**src/rtl/spram_arb_pkg.sv**
```systemverilog
// Shared types and constants for the single-port RAM Wishbone arbiter.
package spram_arb_pkg;

    typedef enum logic {
        IDLE = 1'b0,
        ACK  = 1'b1
    } state_t;

    typedef enum logic {
        GNT_IBUS = 1'b0,
        GNT_DBUS = 1'b1
    } grant_t;

    // Byte address to 32-bit word index.
    localparam int ADDR_SHIFT = 2;

endpackage

```
**src/rtl/spram_arb_sel.sv**
```systemverilog
// Two-request grant selector. SPRAM_ARB_RR_EN selects round-robin on contention,
// otherwise the data port has fixed priority.
module spram_arb_sel
    import spram_arb_pkg::*;
(
    input  logic ireq,
    input  logic dreq,
    input  logic last_gnt,
    output logic gnt_valid,
    output logic gnt
);

`ifndef SPRAM_ARB_RR_EN
    logic unused_last_gnt_s;
    assign unused_last_gnt_s = last_gnt;
`endif

    // Grant decision from the current requests
    always_comb begin
        gnt_valid = ireq | dreq;
        gnt       = GNT_IBUS;
`ifdef SPRAM_ARB_RR_EN
        if (ireq && dreq) begin
            if (last_gnt == GNT_IBUS) begin
                gnt = GNT_DBUS;
            end else begin
                gnt = GNT_IBUS;
            end
        end else if (dreq) begin
            gnt = GNT_DBUS;
        end else begin
            gnt = GNT_IBUS;
        end
`else
        if (dreq) begin
            gnt = GNT_DBUS;
        end else begin
            gnt = GNT_IBUS;
        end
`endif
    end

endmodule

```
**src/rtl/spram_wb_arbiter.sv**
```systemverilog
// Shares one single-port RAM between an instruction and a data Wishbone port.
// Optional SPRAM_ARB_RR_EN enables round-robin arbitration (default: data port priority).
module spram_wb_arbiter
    import spram_arb_pkg::*;
#(
    parameter  int MEMSIZE = 16384,
    localparam int AWIDTH  = $clog2(MEMSIZE)
) (
    input  logic              clk,
    input  logic              rst_n,
    input  logic              ibus_cyc,
    input  logic              ibus_stb,
    input  logic [31:0]       ibus_adr,
    output logic [31:0]       ibus_dat_r,
    output logic              ibus_ack,
    input  logic              dbus_cyc,
    input  logic              dbus_stb,
    input  logic              dbus_we,
    input  logic [31:0]       dbus_adr,
    input  logic [3:0]        dbus_sel,
    input  logic [31:0]       dbus_dat_w,
    output logic [31:0]       dbus_dat_r,
    output logic              dbus_ack,
    output logic              ram_rden,
    output logic              ram_wren,
    output logic [AWIDTH-1:0] ram_address,
    output logic [3:0]        ram_byteena,
    output logic [31:0]       ram_data,
    input  logic [31:0]       ram_q
);

    state_t state_r;
    state_t state_nxt_s;
    logic   ibus_ack_r;
    logic   dbus_ack_r;
    logic   ireq_s;
    logic   dreq_s;
    logic   gnt_valid_s;
    logic   gnt_s;
    logic   grant_now_s;
    logic   last_gnt_s;
    logic   unused_adr_s;

    assign ireq_s = ibus_cyc & ibus_stb;
    assign dreq_s = dbus_cyc & dbus_stb;
    // Reset gates the grant so the RAM is never touched while rst_n is low.
    assign grant_now_s = rst_n & gnt_valid_s & (state_r == IDLE);

    assign unused_adr_s = ^{ibus_adr[1:0], dbus_adr[1:0],
                            ibus_adr[31:AWIDTH+ADDR_SHIFT], dbus_adr[31:AWIDTH+ADDR_SHIFT]};

    spram_arb_sel u_sel (
        .ireq      (ireq_s),
        .dreq      (dreq_s),
        .last_gnt  (last_gnt_s),
        .gnt_valid (gnt_valid_s),
        .gnt       (gnt_s)
    );

`ifdef SPRAM_ARB_RR_EN
    logic last_gnt_r;

    // Remember the most recently granted port for round-robin fairness
    always_ff @(posedge clk or negedge rst_n) begin
        if (!rst_n) begin
            last_gnt_r <= GNT_IBUS;
        end else if (grant_now_s) begin
            last_gnt_r <= gnt_s;
        end
    end

    assign last_gnt_s = last_gnt_r;
`else
    assign last_gnt_s = GNT_IBUS;
`endif

    // Next state and RAM command; RAM is only driven in the grant cycle
    always_comb begin
        state_nxt_s = state_r;
        ram_rden    = 1'b0;
        ram_wren    = 1'b0;
        ram_address = '0;
        ram_byteena = 4'h0;
        ram_data    = 32'h0;
        case (state_r)
            IDLE: begin
                if (grant_now_s) begin
                    state_nxt_s = ACK;
                    if (gnt_s == GNT_DBUS) begin
                        ram_address = dbus_adr[ADDR_SHIFT +: AWIDTH];
                        ram_rden    = ~dbus_we;
                        ram_wren    = dbus_we;
                        ram_byteena = dbus_we ? dbus_sel : 4'h0;
                        ram_data    = dbus_we ? dbus_dat_w : 32'h0;
                    end else begin
                        ram_address = ibus_adr[ADDR_SHIFT +: AWIDTH];
                        ram_rden    = 1'b1;
                    end
                end else begin
                    state_nxt_s = IDLE;
                end
            end
            ACK: begin
                state_nxt_s = IDLE;
            end
            default: begin
                state_nxt_s = IDLE;
            end
        endcase
    end

    // State and ack registers; the ack flop captures the grant so it pulses in ACK
    always_ff @(posedge clk or negedge rst_n) begin
        if (!rst_n) begin
            state_r    <= IDLE;
            ibus_ack_r <= 1'b0;
            dbus_ack_r <= 1'b0;
        end else begin
            state_r    <= state_nxt_s;
            ibus_ack_r <= grant_now_s & (gnt_s == GNT_IBUS);
            dbus_ack_r <= grant_now_s & (gnt_s == GNT_DBUS);
        end
    end

    assign ibus_ack   = ibus_ack_r;
    assign dbus_ack   = dbus_ack_r;
    assign ibus_dat_r = ram_q;
    assign dbus_dat_r = ram_q;

endmodule
```
**config.mk**
```make
export PLATFORM = sky130hd
export DESIGN_NAME = spram_wb_arbiter
export DESIGN_NICKNAME = d
export VERILOG_FILES = /design/src/rtl/spram_arb_pkg.sv /design/src/rtl/spram_arb_sel.sv /design/src/rtl/spram_wb_arbiter.sv
export SDC_FILE = /design/constraint.sdc
export NUM_CORES = 1
export LEC_CHECK = 0
export ABC_CLOCK_PERIOD_IN_PS = 1090
export CORE_AREA = 2 2 99 101
export CTS_CLUSTER_SIZE = 40
export DETAILED_ROUTE_END_ITERATION = 16
export DIE_AREA = 0 0 101 103
export PLACE_DENSITY = 0.69
export SKIP_CTS_REPAIR_TIMING = 1
export SYNTH_ARGS = -nofsm -noshare
export SYNTH_HDL_FRONTEND = slang
export SYNTH_SLANG_ARGS = --single-unit
```
**constraint.sdc**
```tcl
create_clock -name clk -period 1.09 [get_ports clk]
set_input_delay 0.109 -clock clk [delete_from_list [all_inputs] [get_ports clk]]
set_output_delay 0.109 -clock clk [all_outputs]
set_load 0.1 [all_outputs]
```
# == After elaboration in Yosys (flattened, before gate mapping) ==
# Cells that the tools add are included.
# totals
latch_bits,0
word_cells,33
reg_bits,3
ram_bits,0
n_memories,0
rom_bits,0
# op_classes
shifts,0
reduce_logical,0
n_mux,20
magnitude_cmp,0
addsub,0
div_mod_pow,0
bitwise_logic,10
mul,0
n_eq_ne,0
# ops
op,n
$mux 32,4
$mux 14,3
$mux 4,4
$mux 1,8
$and 1x1->1,6
$not 1->1,3
$pmux 1 s2,1
$or 1x1->1,1

# == Logic depth before layout (Yosys ltp) ==
# depth
word_depth,6
ltp_mapped,4
mapped_depth_nobuf,2

# == Modules after synthesis ==
# A second synthesis with hierarchy kept.
# hier_totals
cells_unflattened,190
area_unflattened_um2,1188.6
# modules_own_cells
module,cells_each,area_each_um2,seq_area_each_um2,n_inst
spram_wb_arbiter,188,1174.9,75.1,1
spram_arb_sel,2,13.8,0.0,1

# == Worst setup path before layout ==
# OpenSTA, ideal clock, no wires.
# synth_path
path_type,reg2out
startpoint,reg state_r
endpoint,out ram_rden
n_path_buf,2
path_slack_ps,-2038
path_stages_with_launch,5
arrival_ps,3019
path_cell_list,dfrtp_1 -> nand2b_1 -> buf_2 -> buf_2 -> nor3b_1
# synth_between
elab_chain_cells,4
# synth_rtl
element,line,text
start: declaration,spram_wb_arbiter.sv:32,state_t state_r;
start signal: assignment,spram_wb_arbiter.sv:119,state_r <= state_nxt_s;
$not 1->1,n/a,
$and 1x1->1,spram_wb_arbiter.sv:47,assign grant_now_s = rst_n & gnt_valid_s & (state_r == IDLE);
$mux 1,spram_wb_arbiter.sv:87,if (grant_now_s) begin
$mux 1 (*),spram_wb_arbiter.sv:85,case (state_r)
end: declaration,spram_wb_arbiter.sv:24,"output logic ram_rden,"
# Every way passes the cells marked *; elsewhere a longest branch is shown, timed or not.

# == Final worst setup path ==
# layout_path
startpoint,reg state_r
endpoint,out ram_data[1]
# layout_between
elab_chain_cells,4
# layout_rtl
element,line,text
$not 1->1,n/a,
$and 1x1->1,spram_wb_arbiter.sv:47,
$mux 32,spram_wb_arbiter.sv:87,
$mux 32 (*),spram_wb_arbiter.sv:85,
end: declaration,spram_wb_arbiter.sv:28,"output logic [31:0] ram_data,"
# Marks and branches as above.

==> impl_metrics.yaml <==
power_and_ir_drop:
  clkPwrFrac: 0.168
  pwr-share-comb: 0.771
  ir_drop_mv: 0.195
  swShare: 0.478
  power.density_nw_per_um2: 522
  leakage_nw: 1.55
  switchingPower_uw: 937
  power.internal_mw: 1.03
  seqPwrFrac: 0.061
routing:
  drt_iter0_drc: 4
  drt-pass1-iter-count: 2
  post-route-drc-count: 0
  num_vias: 1548
  routedWlPerCell_um: 14.3
  totalWireLength_um: 5600
  antenna_left: 0
  vias_per_cell: 3.96
logic_synthesis:
  synthDistinctLibCells: 19
  seq_area_frac_synth: 0.0468
  netlist_area_sq_um: 1600
  synth_warnings: 0
  synth.avg_cell_area_sq_um: 7.71
  ys_seq_elements: 3
  synth_nets: 347
  synthCells: 208
critical_path:
  critPathCaptureType: "output pin"
  crit_chain: "nand2b_4 -> buf_12 -> nor3_4 -> buf_12"
  slowest_stage: "dfrtp_1"
  slowest_delay_ns: 0.34
  start_kind: "flip-flop"
  crit_arrival_ns: 1.44
  criticalPathCategory: "reg2out"
  critPathRequiredTime_ns: 0.98
  cp_max_fo: 20
  critPathMostFrequentCell: "buf_12"
sta:
  fin_crit_ns: 1.55
  slew-limit-headroom: 0.750
  setup_viol: 52
  drv_slew: 0
  timing.final.ws_setup_ns: -0.461
  worstMarginPinSlew_ns: 0.375
  rsz0062_at_grt: "yes"
  max_freq_mhz: 645
  final.setup.tns_ns: -21.35
  fin_crit_sh: 1.42
  skew_ns: 0.000142
  final_hold_viol_count: 0
final_layout:
  final_nets: 417
  final_common_cell: "clkdlybuf4s50_1"
  layoutNonFillerInstCount: 391
  diodes: 0
  drive_gt1_frac: 0.552
  area_growth_pct: 135
  multiInputGateArea_sq_um: 1240
  ff_latch_area_sq_um: 75.1
  nFillCells: 889
  final_cell_mix: "65 x clkdlybuf4s50_1, 63 x buf_12, 36 x inv_1, 36 x nor3_4, 14 x a211oi_4"
floorplanning:
  chipHeight_um: 103
  rows: 36
  pin_count: 257
  core_area_sq_um: 9460
  fp.dieW_um: 101
  start_util: 0.169
  die-area_sq_um: 10400
run_status:
  violations: "setup timing"
  status: "complete, but fails checks"
clocking:
  max-clock-path-buffers: 2
  cts_tree: "built"
  clk_pin_slew_worst_paths_ns: 0.03
  cts_htree_levels: 1
  numCtsBuffers: 3
  root_buffer: "clkbuf_8"
  clkSinkCount: 3
  clk_latency_ns: 0.22
global_route:
  antenna_found_initial: 0
  grt_pass1_vias: 1619
  grt_pass1_wl_um: 8070
  grtUsageTotal: 0.0972
  grt_max_degree: 21
  grt_overflow: 0
place:
  placed_cells: 382
  io_buffers: 124
  dpl.hpwl_um: 4550
  routabilityCongestion: 0.668
job:
  drv_cap: 0
min_path:
  hold_path.class: "in2reg"
## kinds of logic (layout without fill, tap and decap cells)
group                  Yosys count  after routing  synth area share
buffers and inverters          117            186             0.465
DFF                              3              3            0.0468
AOI/OAI and AO/OA               29             29             0.210
and+or+nand+nor                 59             59             0.278
## flip-flops by register name, indices dropped and copies added, names as in the netlist
register,cells
dbus_ack,1
ibus_ack,1
state_r,1
## per-stage QoR
| stage | instance area (sq um) | setup WS [ns] | utilization | hold WS, ns | total power, mW |
|---|---|---|---|---|---|
| floorplan | 2090 | -0.655 | - | -0.187 | 2.12 |
| detailed placement | 3590 | -0.710 | 0.380 | 0.219 | 1.61 |
| finish | 3760 | -0.461 | 0.397 | 0.201 | 1.96 |
| global placement | 3590 | -0.709 | 0.380 | 0.219 | 1.59 |
| CTS | 3640 | -0.713 | 0.385 | 0.219 | 1.94 |
| global route | 3760 | -0.507 | 0.397 | 0.218 | 2.05 |
## cell type report
cell class | count | share of cell area
inverters | 36 | 0.0360
flip-flops and latches | 3 | 0.0200
well taps | 114 | 0.0379
clock buffers | 4 | 0.0120
multi-input cells | 88 | 0.329
repair buffers | 146 | 0.565
## routing by layer
layer,vias up,global-route usage,share of wire
met4,0,0.0312,0.023
met2,93,0.191,0.55
met1,694,0.102,0.33
li1,739,-,-
met5,-,0,0
met3,22,0.0231,0.10
## power groups by stage
| stage | clock [mW] | combinational (mW) | sequential (mW) |
|---|---|---|---|
| 2_1_floorplan | 0 | 1.98 | 0.140 |
| 3_3_place_gp | 0 | 1.47 | 0.121 |
| 3_5_place_dp | 0 | 1.49 | 0.122 |
| 4_1_cts | 0.335 | 1.49 | 0.120 |
| 5_1_grt | 0.346 | 1.58 | 0.120 |
| 6_report | 0.329 | 1.51 | 0.120 |
## Yosys cell counts (all sizes together)
cell,instances,share of area
nor3,36,0.17
buf,80,0.38
a22oi,1,0.013
nor3b,2,0.0094
nand2b,1,0.0039
dfrtp,3,0.047
nor2,3,0.0070
nand3,15,0.078
inv,36,0.084
nand2,2,0.0047
clkbuf,1,0.0023
a211oi,14,0.11
a21bo,14,0.087
## final timing paths
kind / cells past startpoint / slack [ns] / to / from
min in group asynchronous: 3 / 0.42 / state_r / rst_n
worst min-delay path: 3 / 0.20 / ibus_ack / ibus_stb
worst min register to register: 3 / 0.72 / state_r / state_r
worst max register to register: 3 / 0.12 / ibus_ack / state_r
worst max-delay path: 4 / -0.46 / ram_data[1] / state_r
max in group asynchronous: 3 / 0.58 / ibus_ack / rst_n
## critical path, delay by kind of cell, from the launching register on
| family | cells | cell delay, ns |
|---|---|---|
| buffers and inverters | 2 | 0.41 |
| DFF | 1 | 0.34 |
| and+or+nand+nor | 2 | 0.44 |
Note: power is estimated with default switching activity, not from simulation.
